`src/rtl/calc_sequencer_if.sv`:
```
// calc_sequencer_if: command/response bundle between the calculator
// sequencer (master) and the arithmetic datapath (slave).
interface calc_sequencer_if;
  logic [2:0]  dp_func;
  logic [7:0]  dp_a;
  logic [7:0]  dp_b;
  logic        dp_start;
  logic        dp_done;
  logic [31:0] dp_result;

  modport master (
    output dp_func,
    output dp_a,
    output dp_b,
    output dp_start,
    input  dp_done,
    input  dp_result
  );

  modport slave (
    input  dp_func,
    input  dp_a,
    input  dp_b,
    input  dp_start,
    output dp_done,
    output dp_result
  );
endinterface

```
`src/rtl/calc_sequencer.sv`:
```
// calc_sequencer: turns a push-button press into one calculator datapath
// operation. The button is synchronized (and optionally debounced), a rising
// edge of the clean level is the accept pulse, and an FSM latches the operands,
// fires dp_start, waits for dp_done with a timeout, and holds the result or
// an error code for the display.
// Optional feature: define CALC_SEQ_DEBOUNCE_EN to insert a DEB_CYCLES
// stability filter between the synchronizer and the edge detector.
module calc_sequencer #(
  parameter int DEB_CYCLES = 10000,
  parameter int TIMEOUT    = 255
) (
  input  logic                   clk,
  input  logic                   rst,
  input  logic                   button,
  input  logic [2:0]             func,
  input  logic [7:0]             num1,
  input  logic [7:0]             num2,
  calc_sequencer_if.master       dp,
  output logic [31:0]            cal_result,
  output logic                   busy,
  output logic                   result_valid,
  output logic                   err
);

  localparam int          TO_W     = (TIMEOUT < 1) ? 1 : $clog2(TIMEOUT + 1);
  localparam logic [31:0] ERR_CODE = 32'hEEEE_EEEE;

  typedef enum logic [2:0] {
    S_IDLE,
    S_CAPTURE,
    S_START,
    S_WAIT,
    S_DONE,
    S_ERR
  } state_t;

  state_t          r_state;
  logic            r_sync1;
  logic            r_sync2;
  logic            r_lvl_prev;
  logic [TO_W-1:0] r_wait_cnt;
  logic [2:0]      r_dp_func;
  logic [7:0]      r_dp_a;
  logic [7:0]      r_dp_b;
  logic            r_dp_start;
  logic [31:0]     r_cal_result;
  logic            r_busy;
  logic            r_result_valid;
  logic            r_err;
  logic            w_level;
  logic            w_accept;

  // Two-flop synchronizer for the asynchronous button.
  always_ff @(posedge clk or negedge rst) begin
    if (!rst) begin
      r_sync1 <= 1'b0;
      r_sync2 <= 1'b0;
    end else begin
      r_sync1 <= button;
      r_sync2 <= r_sync1;
    end
  end

`ifdef CALC_SEQ_DEBOUNCE_EN
  localparam int DEB_W = (DEB_CYCLES < 2) ? 1 : $clog2(DEB_CYCLES);

  logic [DEB_W-1:0] r_deb_cnt;
  logic             r_deb_level;

  // Debounce: follow the synchronized level only after it has disagreed for
  // DEB_CYCLES consecutive cycles; any agreement restarts the count.
  always_ff @(posedge clk or negedge rst) begin
    if (!rst) begin
      r_deb_cnt   <= '0;
      r_deb_level <= 1'b0;
    end else if (r_sync2 == r_deb_level) begin
      r_deb_cnt   <= '0;
    end else if (r_deb_cnt == DEB_W'(DEB_CYCLES - 1)) begin
      r_deb_cnt   <= '0;
      r_deb_level <= r_sync2;
    end else begin
      r_deb_cnt   <= r_deb_cnt + 1'b1;
    end
  end

  assign w_level = r_deb_level;
`else
  assign w_level = r_sync2;
`endif

  // Previous clean level, used to form the one-cycle accept pulse.
  always_ff @(posedge clk or negedge rst) begin
    if (!rst) begin
      r_lvl_prev <= 1'b0;
    end else begin
      r_lvl_prev <= w_level;
    end
  end

  assign w_accept = w_level & ~r_lvl_prev;

  // Sequencer FSM with all status and command outputs registered.
  // Status flags are updated on the edge that enters the state they
  // describe, so they always agree with the current state.
  always_ff @(posedge clk or negedge rst) begin
    if (!rst) begin
      r_state        <= S_IDLE;
      r_wait_cnt     <= '0;
      r_dp_func      <= '0;
      r_dp_a         <= '0;
      r_dp_b         <= '0;
      r_dp_start     <= 1'b0;
      r_cal_result   <= '0;
      r_busy         <= 1'b0;
      r_result_valid <= 1'b0;
      r_err          <= 1'b0;
    end else begin
      r_dp_start <= 1'b0;
      case (r_state)
        S_IDLE, S_DONE, S_ERR: begin
          if (w_accept) begin
            r_state        <= S_CAPTURE;
            r_busy         <= 1'b1;
            r_err          <= 1'b0;
            r_result_valid <= 1'b0;
          end
        end
        S_CAPTURE: begin
          r_dp_func <= func;
          r_dp_a    <= num1;
          r_dp_b    <= num2;
          // Function codes 6 and 7 are reserved and never reach the datapath.
          if (func == 3'b110 || func == 3'b111) begin
            r_state      <= S_ERR;
            r_err        <= 1'b1;
            r_cal_result <= ERR_CODE;
            r_busy       <= 1'b0;
          end else begin
            r_state    <= S_START;
            r_dp_start <= 1'b1;
          end
        end
        S_START: begin
          r_state    <= S_WAIT;
          r_wait_cnt <= '0;
        end
        S_WAIT: begin
          // A completion in the final counted cycle still beats the timeout.
          if (dp.dp_done) begin
            r_state        <= S_DONE;
            r_cal_result   <= dp.dp_result;
            r_result_valid <= 1'b1;
            r_busy         <= 1'b0;
          end else if (r_wait_cnt == TO_W'(TIMEOUT)) begin
            r_state      <= S_ERR;
            r_err        <= 1'b1;
            r_cal_result <= ERR_CODE;
            r_busy       <= 1'b0;
          end else begin
            r_wait_cnt <= r_wait_cnt + 1'b1;
          end
        end
        default: begin
          r_state <= S_IDLE;
          r_busy  <= 1'b0;
        end
      endcase
    end
  end

  assign dp.dp_func   = r_dp_func;
  assign dp.dp_a      = r_dp_a;
  assign dp.dp_b      = r_dp_b;
  assign dp.dp_start  = r_dp_start;
  assign cal_result   = r_cal_result;
  assign busy         = r_busy;
  assign result_valid = r_result_valid;
  assign err          = r_err;

endmodule

```
`src/flat_wrapper.sv`:
```
// flat-port wrapper written by rule: the top's interface ports become plain ports
module calc_sequencer_flat 
#(
  parameter int DEB_CYCLES = 10000,
  parameter int TIMEOUT    = 255
)
  (clk, rst, button, func, num1, num2, cal_result, busy, result_valid, err, dp_dp_func, dp_dp_a, dp_dp_b, dp_dp_start, dp_dp_done, dp_dp_result);
  calc_sequencer_if dp_i ();
  input  logic clk;
  input  logic rst;
  input  logic button;
  input  logic [2:0] func;
  input  logic [7:0] num1;
  input  logic [7:0] num2;
  output logic [31:0] cal_result;
  output logic busy;
  output logic result_valid;
  output logic err;
  output wire logic [$bits(dp_i.dp_func)-1:0] dp_dp_func;
  output wire logic [$bits(dp_i.dp_a)-1:0] dp_dp_a;
  output wire logic [$bits(dp_i.dp_b)-1:0] dp_dp_b;
  output wire logic [$bits(dp_i.dp_start)-1:0] dp_dp_start;
  input wire logic [$bits(dp_i.dp_done)-1:0] dp_dp_done;
  input wire logic [$bits(dp_i.dp_result)-1:0] dp_dp_result;
  assign dp_dp_func = dp_i.dp_func;
  assign dp_dp_a = dp_i.dp_a;
  assign dp_dp_b = dp_i.dp_b;
  assign dp_dp_start = dp_i.dp_start;
  assign dp_i.dp_done = dp_dp_done;
  assign dp_i.dp_result = dp_dp_result;
  calc_sequencer #(.DEB_CYCLES(DEB_CYCLES), .TIMEOUT(TIMEOUT)) u_core (.clk(clk), .rst(rst), .button(button), .func(func), .num1(num1), .num2(num2), .dp(dp_i), .cal_result(cal_result), .busy(busy), .result_valid(result_valid), .err(err));
endmodule
```
`config.mk`:
```
export PLATFORM = sky130hd
export DESIGN_NAME = calc_sequencer_flat
export DESIGN_NICKNAME = d
export VERILOG_FILES = /design/src/rtl/calc_sequencer_if.sv /design/src/rtl/calc_sequencer.sv /design/src/flat_wrapper.sv
export SDC_FILE = /design/constraint.sdc
export NUM_CORES = 1
export LEC_CHECK = 0
export ABC_AREA = 1
export BUFFER_PORTS_ARGS = -buffer_cell sky130_fd_sc_hd__buf_4
export CAP_MARGIN = 20
export CORE_MARGIN = 2
export CORE_UTILIZATION = 50
export DETAILED_ROUTE_END_ITERATION = 10
export HOLD_SLACK_MARGIN = 0.03
export MAX_ROUTING_LAYER = met4
export PLACE_DENSITY = 0.84
export SKIP_CTS_REPAIR_TIMING = 1
export SYNTH_ARGS = -nofsm -noshare
export SYNTH_HDL_FRONTEND = slang
export SYNTH_SLANG_ARGS = --single-unit
```
`constraint.sdc`:
```
create_clock -name clk -period 2.4 [get_ports clk]
set_clock_uncertainty 0.2 [all_clocks]
set_input_delay 0.36 -clock clk [delete_from_list [all_inputs] [get_ports clk]]
set_output_delay 0.36 -clock clk [all_outputs]
set_load 0.01 [all_outputs]
```
Word level (Yosys, flattened, before mapping)
Index checks and enable logic that the tools add are counted.
Widths: inputs -> output; s select.
Word-level totals
  register bits: 69
  input bits: 55
  output and inout bits: 55
Operators by class
  $add $sub $neg: 1
  eq/ne operators: 15
  mux-type cells: 26
  bitwise logic cells: 3
  reduce and logical (&&, ||, !) cells: 13
Operators with widths (number)
  $mux 32: 3
  $pmux 32 s2: 1
  $mux 8: 2
  $pmux 8 s2: 1
  $eq 3x3->1 const B: 4
  $mux 3: 4
  $pmux 3 s4: 1
  $mux 1: 11
  $reduce_and 3->1: 3
  $add 8x1->8 const B: 1
  $eq 8x8->1 const B: 1
  $eq 3x2->1 const B: 2
  $ne 2x1->1 const B: 3
  $ne 2x2->1 const B: 3
  $reduce_bool 2->1: 3
  $reduce_and 5->1: 1
  $pmux 1 s4: 1
  $reduce_and 4->1: 1
  $eq 3x1->1 const B: 1
  $logic_not 3->1: 1
  $ne 3x2->1 const B: 1
  $pmux 1 s3: 1
  $reduce_bool 3->1: 1
  $reduce_or 3->1: 1
  5 further kinds: 6

Logic depth before layout (Yosys ltp)
  word-level depth: 4
  depth in mapped cells: 9
  mapped depth without buffers: 9

Least setup slack after synthesis
OpenSTA, ideal clock, no wires.
  kind: register to register
  start: reg u_core.r_wait_cnt[0]
  end: reg u_core.r_cal_result[10], in the netlist u_core.cal_result[10]
  data arrival time: 1.255 ns
  required time: 2.080 ns
  path slack: 0.825 ns
  cell stages (with the launch flop): 9
  cell sequence: dfrtp_1 -> ha_1 -> nand2_2 -> nor2_2 -> nand2_1 -> nand2_2 -> nand2_2 -> buf_6 -> a21oi_2
On the way
  cells in the longest elaborated chain, start to end: 3
Ends and longest elaborated chain
  start: declaration: line calc_sequencer.sv:41  | logic [TO_W-1:0] r_wait_cnt;
  start signal: assignment: line calc_sequencer.sv:160  | r_wait_cnt <= r_wait_cnt + 1'b1;
  $eq 8x8->1: line calc_sequencer.sv:154  | end else if (r_wait_cnt == TO_W'(TIMEOUT)) begin
  $ne 3x2->1 (no line)
  $reduce_and 3->1 (no line)
  end signal: assignment: line calc_sequencer.sv:151  | r_cal_result <= dp.dp_result;
  end: declaration: line calc_sequencer.sv:46  | logic [31:0] r_cal_result;
No other way between the ends.
A chain may end at the register's enable or synchronous reset.

Worst setup path after layout
  start: reg u_core.r_wait_cnt[0]
  end: reg u_core.r_cal_result[28], in the netlist u_core.cal_result[28]
Same word-level chain as after synthesis.

==> impl_metrics.json <==
{
  "cts_tree": "done",
  "syn_avg_cell_area_um2": 8.40,
  "setup_tns_ns": 0,
  "pin_count": 110,
  "clock_path_buffers": 2,
  "p_total_w": 0.00492,
  "placement.io_buffers": 109,
  "critPathCaptureType": "flop",
  "clk_pin_slew_worst_paths_ns": 0.07,
  "start_kind": "flop",
  "layout_common_cells": "nand2_1 (140), buf_4 (111), dfrtp_1 (69), nor2_1 (40), inv_1 (39)",
  "cp_data_required_time_ns": 2.43,
  "finalWeightedCongestion": 0.849,
  "arrival_ns": 1.91,
  "cellPowerDensity_nw_per_um2": 1170,
  "nNetsFinal": 540,
  "first_pass_iters": 4,
  "maxSlewHeadroom_pct": 45.8,
  "ys_warn_count": 0,
  "setup_viol": 0,
  "syn-num-nets": 410,
  "drv_slew": 0,
  "rsz0062_at_grt": "no",
  "syn_to_final_growth_pct": 41.1,
  "fmaxAchievable_ghz": 0.530,
  "min_path_type": "in -> reg",
  "cap_viol_max_count": 0,
  "tightest_slew_ns": 0.813,
  "root_buffer": "clkbuf_8",
  "first_global_vias": 2428,
  "drive_gt1_share_pct": 30.7,
  "synthCells": 354,
  "vdd_ir_drop_max_mv": 0.675,
  "synth-seq-area-share_pct": 58.1,
  "hold_slack_ns": 0.0217,
  "die-area_um2": 6580,
  "die_h_um": 81.1,
  "crit_path_max_fanout": 20,
  "critPathMaxStageDelay_ns": 0.39,
  "slowest_stage": "dfrtp_1",
  "vias": 2663,
  "synth_cell_types": 21,
  "row_count": 28,
  "run_status": "finished, final reports clean",
  "via_per_inst": 4.73,
  "fin_util_pct": 71.7,
  "fin_crit_sh_pct": 78.5,
  "wl_per_cell_um": 12.2,
  "antenna_found_initial": 0,
  "h-tree-depth": 3,
  "wl_um": 6890,
  "final_hold_viol_count": 0,
  "grt_pass1_wl_um": 10600,
  "clk_latency_ns": 0.33,
  "numCtsBuffers": 9,
  "drtIter0Drc": 99,
  "ys_ff_latch": 69,
  "fin_crit_ns": 1.89,
  "worstSetupPathType": "reg -> reg",
  "dpl_cell_area_um2": 3850,
  "antennaDiodeCount": 0,
  "drc_errors": 0,
  "grt_max_degree": 70,
  "grt.total_usage_pct": 21.8,
  "clock-sinks": 69,
  "grt-ovfl-total": 0,
  "antenna_left": 0,
  "die_w_um": 81.1,
  "netlist_area_um2": 2970,
  "leakage_nw": 2.34,
  "path_cells": "ha_1, nand2_2, nor2_2, nand2_1, nand2_2, nand2_2, buf_12, nand2_1, nand2_1",
  "layout_commonest_cell": "nand2_1",
  "finalInstanceArea_um2": 4200,
  "start_util_pct": 50.8,
  "core_area_um2": 5850,
  "dp_hpwl_um": 4850
}
## per-layer routing
metal  track usage (%)  vias up  part of all wire, %
li1                  -     1329                    -
met1              27.0     1225                   43
met2              32.6       97                   49
met3              6.33       12                  6.9
met4              11.0        0                  1.5
met5                 -        -                    0
## report_power, final
group          internal (W)  leakage [nW]  switching (W)
Clock              0.000468        0.0919       0.000397
Combinational      0.000967          1.44        0.00115
Sequential          0.00164         0.800       0.000302
Total               0.00307          2.34        0.00185
## cells by family after synthesis
kind of cell	Yosys count	share of synthesized area, %
DFF	69	58.1
and+or+nand+nor	203	27.5
adders and majority gates	1	0.421
buffers and inverters	51	7.53
AOI/OAI and AO/OA	29	6.23
xor gates and xnor gates	1	0.295
## worst max-delay path, delay by kind of cell (launching register included)
kind                     cells  cell delay [ns]
adder cells (fa/ha/maj)      1             0.21
buffers and inverters        1             0.25
flip-flops                   1             0.39
AND/OR/NAND/NOR              7             0.72
## cell type report
class | count | area, µm²
fillers | 423 | 1660
repair buffers | 128 | 1010
flip-flops and latches | 69 | 1730
clock inverters | 5 | 52.6
inverters | 42 | 158
clock buffers | 10 | 128
multi-input cells | 234 | 1020
well taps | 75 | 93.8
## path summary, 6_finish.rpt
check	from	end	slack, ns	cells past startpoint
max in group asynchronous	rst	u_core.err	0.99	2
min in group asynchronous	rst	u_core.r_wait_cnt[7]	0.49	2
worst max-delay path	u_core.r_wait_cnt[0]	u_core.cal_result[28]	0.51	9
worst min-delay path	num2[6]	u_core.dp.dp_b[6]	0.02	3
worst max register to register	u_core.r_wait_cnt[0]	u_core.cal_result[28]	0.51	9
worst min register to register	u_core.r_sync1	u_core.r_sync2	0.15	0
## synth_stat cells
master,instances,share of area [%]
nand2_1,140,18
dfrtp_1,69,58
nor2_1,40,5.0
inv_1,39,4.9
a21oi_1,17,2.9
a21oi_2,10,2.9
nand3_1,7,1.2
nand2_2,6,1.3
buf_6,4,1.5
clkbuf_1,3,0.38
inv_2,3,0.38
nor2_2,3,0.63
nor3_1,3,0.50
buf_2,2,0.34
nand3b_1,2,0.50
ha_1,1,0.42
nand3_2,1,0.34
nor3_2,1,0.34
o21ai_0,1,0.17
o21bai_1,1,0.25
xor2_1,1,0.29
## stage by stage
stage          cells  setup slack, ns
6_report         563            0.515
5_1_grt          563            0.405
4_1_cts          547            0.514
3_5_place_dp     532            0.508
3_3_place_gp     532            0.577
2_1_floorplan    354            0.825
## registers in the layout (all words and copies together) (netlist names)
signal and flops:
u_core.cal_result 32, u_core.dp.dp_b 8, u_core.dp.dp_func 3, u_core.r_sync1 1, u_core.r_sync2 1, u_core.dp.dp_start 1, u_core.err 1, u_core.r_wait_cnt 8
u_core.result_valid 1, u_core.dp.dp_a 8, u_core.r_lvl_prev 1, u_core.r_state 3, u_core.busy 1
(Power assumes the default switching activity.)
